File: config.mk
export PLATFORM = sky130hd
export DESIGN_NAME = hc165_reader
export DESIGN_NICKNAME = d
export VERILOG_FILES = /design/src/rtl/hc165_pkg.sv /design/src/rtl/hc165_reader_chk.sv /design/src/rtl/hc165_reader.sv
export SDC_FILE = /design/constraint.sdc
export NUM_CORES = 1
export LEC_CHECK = 0
export BUFFER_PORTS_ARGS = -buffer_cell sky130_fd_sc_hd__buf_2
export CORE_MARGIN = 2
export CORE_UTILIZATION = 45
export CTS_CLUSTER_SIZE = 40
export DETAILED_ROUTE_END_ITERATION = 6
export SLEW_MARGIN = 20
export SYNTH_ARGS = -nofsm -noshare
export SYNTH_HDL_FRONTEND = slang
export SYNTH_SLANG_ARGS = --single-unit
File: constraint.sdc
create_clock -name clk -period 1.9 [get_ports clk]
set_clock_uncertainty 0.15 [all_clocks]
set_input_delay 0.38 -clock clk [delete_from_list [all_inputs] [get_ports clk]]
set_output_delay 0.38 -clock clk [all_outputs]
set_load 0.02 [all_outputs]
File: src/rtl/hc165_pkg.sv
// hc165_pkg: shared state type and device constants for the HD74HC165 reader.
package hc165_pkg;

   typedef enum logic [1:0] {
      IDLE  = 2'd0,
      LOAD  = 2'd1,
      PRIME = 2'd2,
      SHIFT = 2'd3
   } hc165_state_t;

   localparam int HC165_BITS    = 8;
   localparam int HC165_LAT_MAX = 3;

endpackage

File: src/rtl/hc165_reader_chk.sv
// hc165_reader_chk: protocol invariants of the reader's registered device
// controls and result strobe.
module hc165_reader_chk (
   input  logic clk,
   input  logic rst_n,
   input  logic busy,
   input  logic valid,
   input  logic shift_load,
   input  logic clock_in_hibit
);

   // The device runs exactly while a capture is in progress.
   a_freeze_idle : assert property (@(posedge clk) disable iff (!rst_n)
      clock_in_hibit == !busy);

   a_load_busy : assert property (@(posedge clk) disable iff (!rst_n)
      !shift_load |-> busy);

   a_load_once : assert property (@(posedge clk) disable iff (!rst_n)
      !shift_load |=> shift_load);

   a_valid_idle : assert property (@(posedge clk) disable iff (!rst_n)
      valid |-> !busy);

   a_valid_pulse : assert property (@(posedge clk) disable iff (!rst_n)
      valid |=> !valid);

endmodule

File: src/rtl/hc165_reader.sv
// hc165_reader: drives an HD74HC165 chain through load/prime/shift and
// reassembles the MSB-first qh stream into a parallel word.
module hc165_reader
   import hc165_pkg::*;
#(
   parameter int WIDTH = HC165_BITS,
   parameter int LAT   = 1
) (
   input  logic             clk,
   input  logic             rst_n,
   input  logic             start,
   input  logic             qh,
   output logic             shift_load,
   output logic             clock_in_hibit,
   output logic             busy,
   output logic [WIDTH-1:0] data,
   output logic             valid
);

   localparam int CNT_W   = $clog2(WIDTH + 1);
   localparam int PRIME_W = $clog2(HC165_LAT_MAX + 1);

   localparam logic [CNT_W-1:0]   LAST_BIT   = CNT_W'(WIDTH - 1);
   localparam logic [PRIME_W-1:0] LAST_PRIME = (LAT > 0) ? PRIME_W'(LAT - 1) : {PRIME_W{1'b0}};
   localparam logic               HAS_PRIME  = (LAT > 0) ? 1'b1 : 1'b0;

   hc165_state_t       state_r, state_s;
   logic [CNT_W-1:0]   bit_cnt_r, bit_cnt_s;
   logic [PRIME_W-1:0] prime_cnt_r, prime_cnt_s;
   logic [WIDTH-1:0]   sreg_r, sreg_s;
   logic [WIDTH-1:0]   data_r, data_s;
   logic [WIDTH-1:0]   word_s;
   logic               valid_r, valid_s;
   logic               busy_r;
   logic               shift_load_r;
   logic               clock_in_hibit_r;

   // Next-state, sequencing counters and deserializer datapath.
   always_comb begin
      state_s     = state_r;
      bit_cnt_s   = bit_cnt_r;
      prime_cnt_s = prime_cnt_r;
      sreg_s      = sreg_r;
      data_s      = data_r;
      valid_s     = 1'b0;
      word_s      = {sreg_r[WIDTH-2:0], qh};

      case (state_r)
         IDLE: begin
            if (start) begin
               state_s     = LOAD;
               bit_cnt_s   = {CNT_W{1'b0}};
               prime_cnt_s = {PRIME_W{1'b0}};
            end else begin
               state_s = IDLE;
            end
         end
         LOAD: begin
            if (HAS_PRIME) begin
               state_s = PRIME;
            end else begin
               state_s = SHIFT;
            end
         end
         // qh still carries stale bits while the device output pipeline fills.
         PRIME: begin
            if (prime_cnt_r == LAST_PRIME) begin
               state_s = SHIFT;
            end else begin
               prime_cnt_s = prime_cnt_r + PRIME_W'(1);
            end
         end
         SHIFT: begin
            sreg_s    = word_s;
            bit_cnt_s = bit_cnt_r + CNT_W'(1);
            if (bit_cnt_r == LAST_BIT) begin
               data_s  = word_s;
               valid_s = 1'b1;
               state_s = IDLE;
            end else begin
               state_s = SHIFT;
            end
         end
         default: begin
            state_s = IDLE;
         end
      endcase
   end

   // State and datapath registers; device controls are registered from the next state.
   always_ff @(posedge clk or negedge rst_n) begin
      if (!rst_n) begin
         state_r          <= IDLE;
         bit_cnt_r        <= {CNT_W{1'b0}};
         prime_cnt_r      <= {PRIME_W{1'b0}};
         sreg_r           <= {WIDTH{1'b0}};
         data_r           <= {WIDTH{1'b0}};
         valid_r          <= 1'b0;
         busy_r           <= 1'b0;
         shift_load_r     <= 1'b1;
         clock_in_hibit_r <= 1'b1;
      end else begin
         state_r          <= state_s;
         bit_cnt_r        <= bit_cnt_s;
         prime_cnt_r      <= prime_cnt_s;
         sreg_r           <= sreg_s;
         data_r           <= data_s;
         valid_r          <= valid_s;
         busy_r           <= (state_s != IDLE);
         shift_load_r     <= (state_s != LOAD);
         clock_in_hibit_r <= (state_s == IDLE);
      end
   end

   assign shift_load     = shift_load_r;
   assign clock_in_hibit = clock_in_hibit_r;
   assign busy           = busy_r;
   assign data           = data_r;
   assign valid          = valid_r;

   hc165_reader_chk u_chk (
      .clk            (clk),
      .rst_n          (rst_n),
      .busy           (busy_r),
      .valid          (valid_r),
      .shift_load     (shift_load_r),
      .clock_in_hibit (clock_in_hibit_r)
   );

endmodule

==> run summary <==
Hold Path Sink - bit_cnt_r[2]$_DFFE_PN0P_
Pwr per Cell Area - 1702 nW/um^2
Finish-stage setup viols - 0
MaxCap Viol Count - 0
Hold_buf cts - 1
Post-Synthesis Cells - 81
DP Area - 1240 sq um
Worst setup SP type - flip-flop
Worst-skew pair later-pin latency - 300 ps
Chip height - 54.80 um
Clk slew on worst S/H paths - 130 ps
CP max stage cell - dfrtp_1
Placer congestion estimate - 0.7073
Pleak - 0.5702 nW
Worst r2r src - bit_cnt_r[0]$_DFFE_PN0P_
Drt drc - 0
Core outline area - 2455 sq um
Non-Filler Cell Area, Final - 1276 sq um
Synth cell count leaders - dfrtp_1, mux2_2, mux2_4
Post-synth EDFFs - 0
Sequential share of the synthesized area - 58.41%
Vias - 634
Initial Util - 47.30%
Die area - 3002 sq um
Min Tclk post-route - 1709 ps
Inserted Clock Buffers - 3
Leading area contributor after synthesis - dfrtp_1
R2r endpoint - data[4]$_DFFE_PN0P_
WL final - 1679 um
Row count - 18
Syn Nets - 87
Mean post-synth cell area - 14.33 sq um
Vias/cell - 4.953
Post-DRT Antenna Nets - 0
Hold path depth - 2
Ys async rst share - 100.0%
CP Capture Type - flip-flop
Grt ovf - 0
Largest net degree at the start of global routing - 28
Largest cells by area after synthesis - dfrtp_1, mux2_2, mux2_4, dfstp_2, buf_6
Nets@finish - 105
Fmax - 0.5852 GHz
Crit Path Category - reg -> reg
Max-slew violation count - 0
WL per Instance - 13.12 um
Diodes inserted - 0
Unrepaired setup endpoints after global routing - no
Most frequent cell after synthesis - dfrtp_1
CP delay by family, top - flip-flops
Synthesized flop and latch total - 27
Arr. time, crit path - 1760 ps
Vias in the first global route - 607
Max VDD drop - 956.9 uV
CTS tree - built
Iteration-0 DRC Markers - 4
CP Cell Sequence - ha_1, nand2_2, nor3_4, buf_4, mux2_2
Deepest level of the CTS H-tree - 1
Post-synth top flop - dfrtp_1
I/O pin total - 16
Netlist cell types - 26
Status - complete, no violations
Hold Slack - 124.9 ps
Initial antenna violation count - 0
Setup TNS Final - 0 ps
Req. time, crit path - 1950 ps
Die X - 54.80 um
Port buffer count - 15
Sinks on Clock Net - 27
Rel. slew slack - 61.30%
Hpwl dp - 1159 um
Total GRT Usage - 12.84%
Share of cells above drive strength 1 - 45.92%
First-pass GRT wire length - 2697 um
Hold Crit Start - start
Post-CTS Setup Bufs - 0
CTS resizes - 0
Final Hold Fails - 0
Drt pass-1 iters - 2
WP buf/inv - 1
FF-to-FF path depth - 5
Max FO, Critical Path - 12
Hold Path Class - in -> reg
Tcrit/Tclk final - 89.94%
Share of the synthesized area in the top cell type - 53.88%
CTS root buf - clkbuf_4
Crit path largest cell delay - 440 ps
Worst Tran Pin Value - 580.6 ps
CTS Buffer Depth - 2
P&R area growth vs syn - 9.913%
Yosys warnings - 0
Worst R2R Setup Slack - 190 ps
Mapped Area - 1161 sq um
-- layout by cell type, fill, tap and decap left out --
cell / count
o21ai_0: 2
mux2_4: 6
clkbuf_4: 3
nor2_1: 5
dfrtp_1: 25
dfstp_2: 2
mux2_2: 10
nand2_4: 1
nand3_2: 2
or2_2: 1
mux2i_1: 1
o21bai_1: 1
buf_4: 2
nand2_2: 1
a22o_1: 3
nor3_4: 1
or3b_1: 1
o21ai_2: 1
ha_1: 2
nand2_1: 2
clkbuf_1: 1
buf_2: 15
xor2_1: 1
a21oi_1: 1
nor3_1: 1
inv_1: 2
nand3_1: 3
nor3b_1: 1
dlygate4sd3_1: 1
-- registers in the layout (all words and copies together) (netlist names) --
| register | cells |
|---|---|
| data | 8 |
| sreg_r | 7 |
| bit_cnt_r | 4 |
| prime_cnt_r | 2 |
| state_r | 2 |
| busy | 1 |
| clock_in_hibit | 1 |
| shift_load | 1 |
| valid | 1 |
-- logic make-up (layout without fill, tap and decap cells) --
kind of cell,after synthesis,in the layout,synth area share (%)
AO/OA/AOI/OAI,8,8,4.957
XOR/XNOR,1,1,0.7544
adder cells (fa/ha/maj),2,2,2.155
buffers and inverters,7,24,4.849
flip-flops,27,27,58.41
multiplexers,17,17,18.32
AND/OR/NAND/NOR,19,19,10.56
-- routing by layer --
layer / GRT usage [%] / up-vias / routed length (um) / share of wire, %
li1: - / 311 / - / -
met5: 0 / - / 0 / 0
met2: 19.25 / 11 / 769 / 46
met4: 5.000 / 0 / 12 / 0.71
met3: 3.005 / 2 / 77 / 4.6
met1: 17.94 / 310 / 819 / 49
-- per-stage QoR --
stage               power, mW  util [%]  worst slack, ps  instances
finish                  2.172     51.99            191.2        128
global route            2.337     51.99            93.06        128
detailed placement      1.964     50.51            206.0        123
floorplan               1.757         -            308.0         81
global placement        1.937     50.51            240.2        123
CTS                     2.210     51.99            173.4        128
-- where the power goes --
group | total, mW | switching [mW] | leakage (nW) | internal, mW
Clock | 0.230 | 0.149 | 0.0150 | 0.0818
Sequential | 1.04 | 0.208 | 0.315 | 0.828
Combinational | 0.906 | 0.434 | 0.241 | 0.472
Total | 2.17 | 0.791 | 0.570 | 1.38
-- worst max-delay path by stage --
stage	from	end	slack [ps]	depth (start not counted)
5_1_grt	bit_cnt_r[0]$_DFFE_PN0P_	data[4]$_DFFE_PN0P_	90	5
3_3_place_gp	bit_cnt_r[0]$_DFFE_PN0P_	data[7]$_DFFE_PN0P_	240	5
6_report	bit_cnt_r[0]$_DFFE_PN0P_	data[4]$_DFFE_PN0P_	190	5
2_1_floorplan	bit_cnt_r[0]$_DFFE_PN0P_	data[0]$_DFFE_PN0P_	310	5
4_1_cts	bit_cnt_r[0]$_DFFE_PN0P_	data[4]$_DFFE_PN0P_	170	5
3_5_place_dp	bit_cnt_r[0]$_DFFE_PN0P_	data[4]$_DFFE_PN0P_	210	5
-- final cells by class --
type / count / area (sq um)
clock buffers: 4 / 26.28
multi-input cells: 47 / 426.7
fillers: 215 / 1179
inverters: 2 / 7.507
well taps: 30 / 37.54
repair buffers: 18 / 100.1
flip-flops and latches: 27 / 678.2
Note: power is estimated with default switching activity, not from simulation.
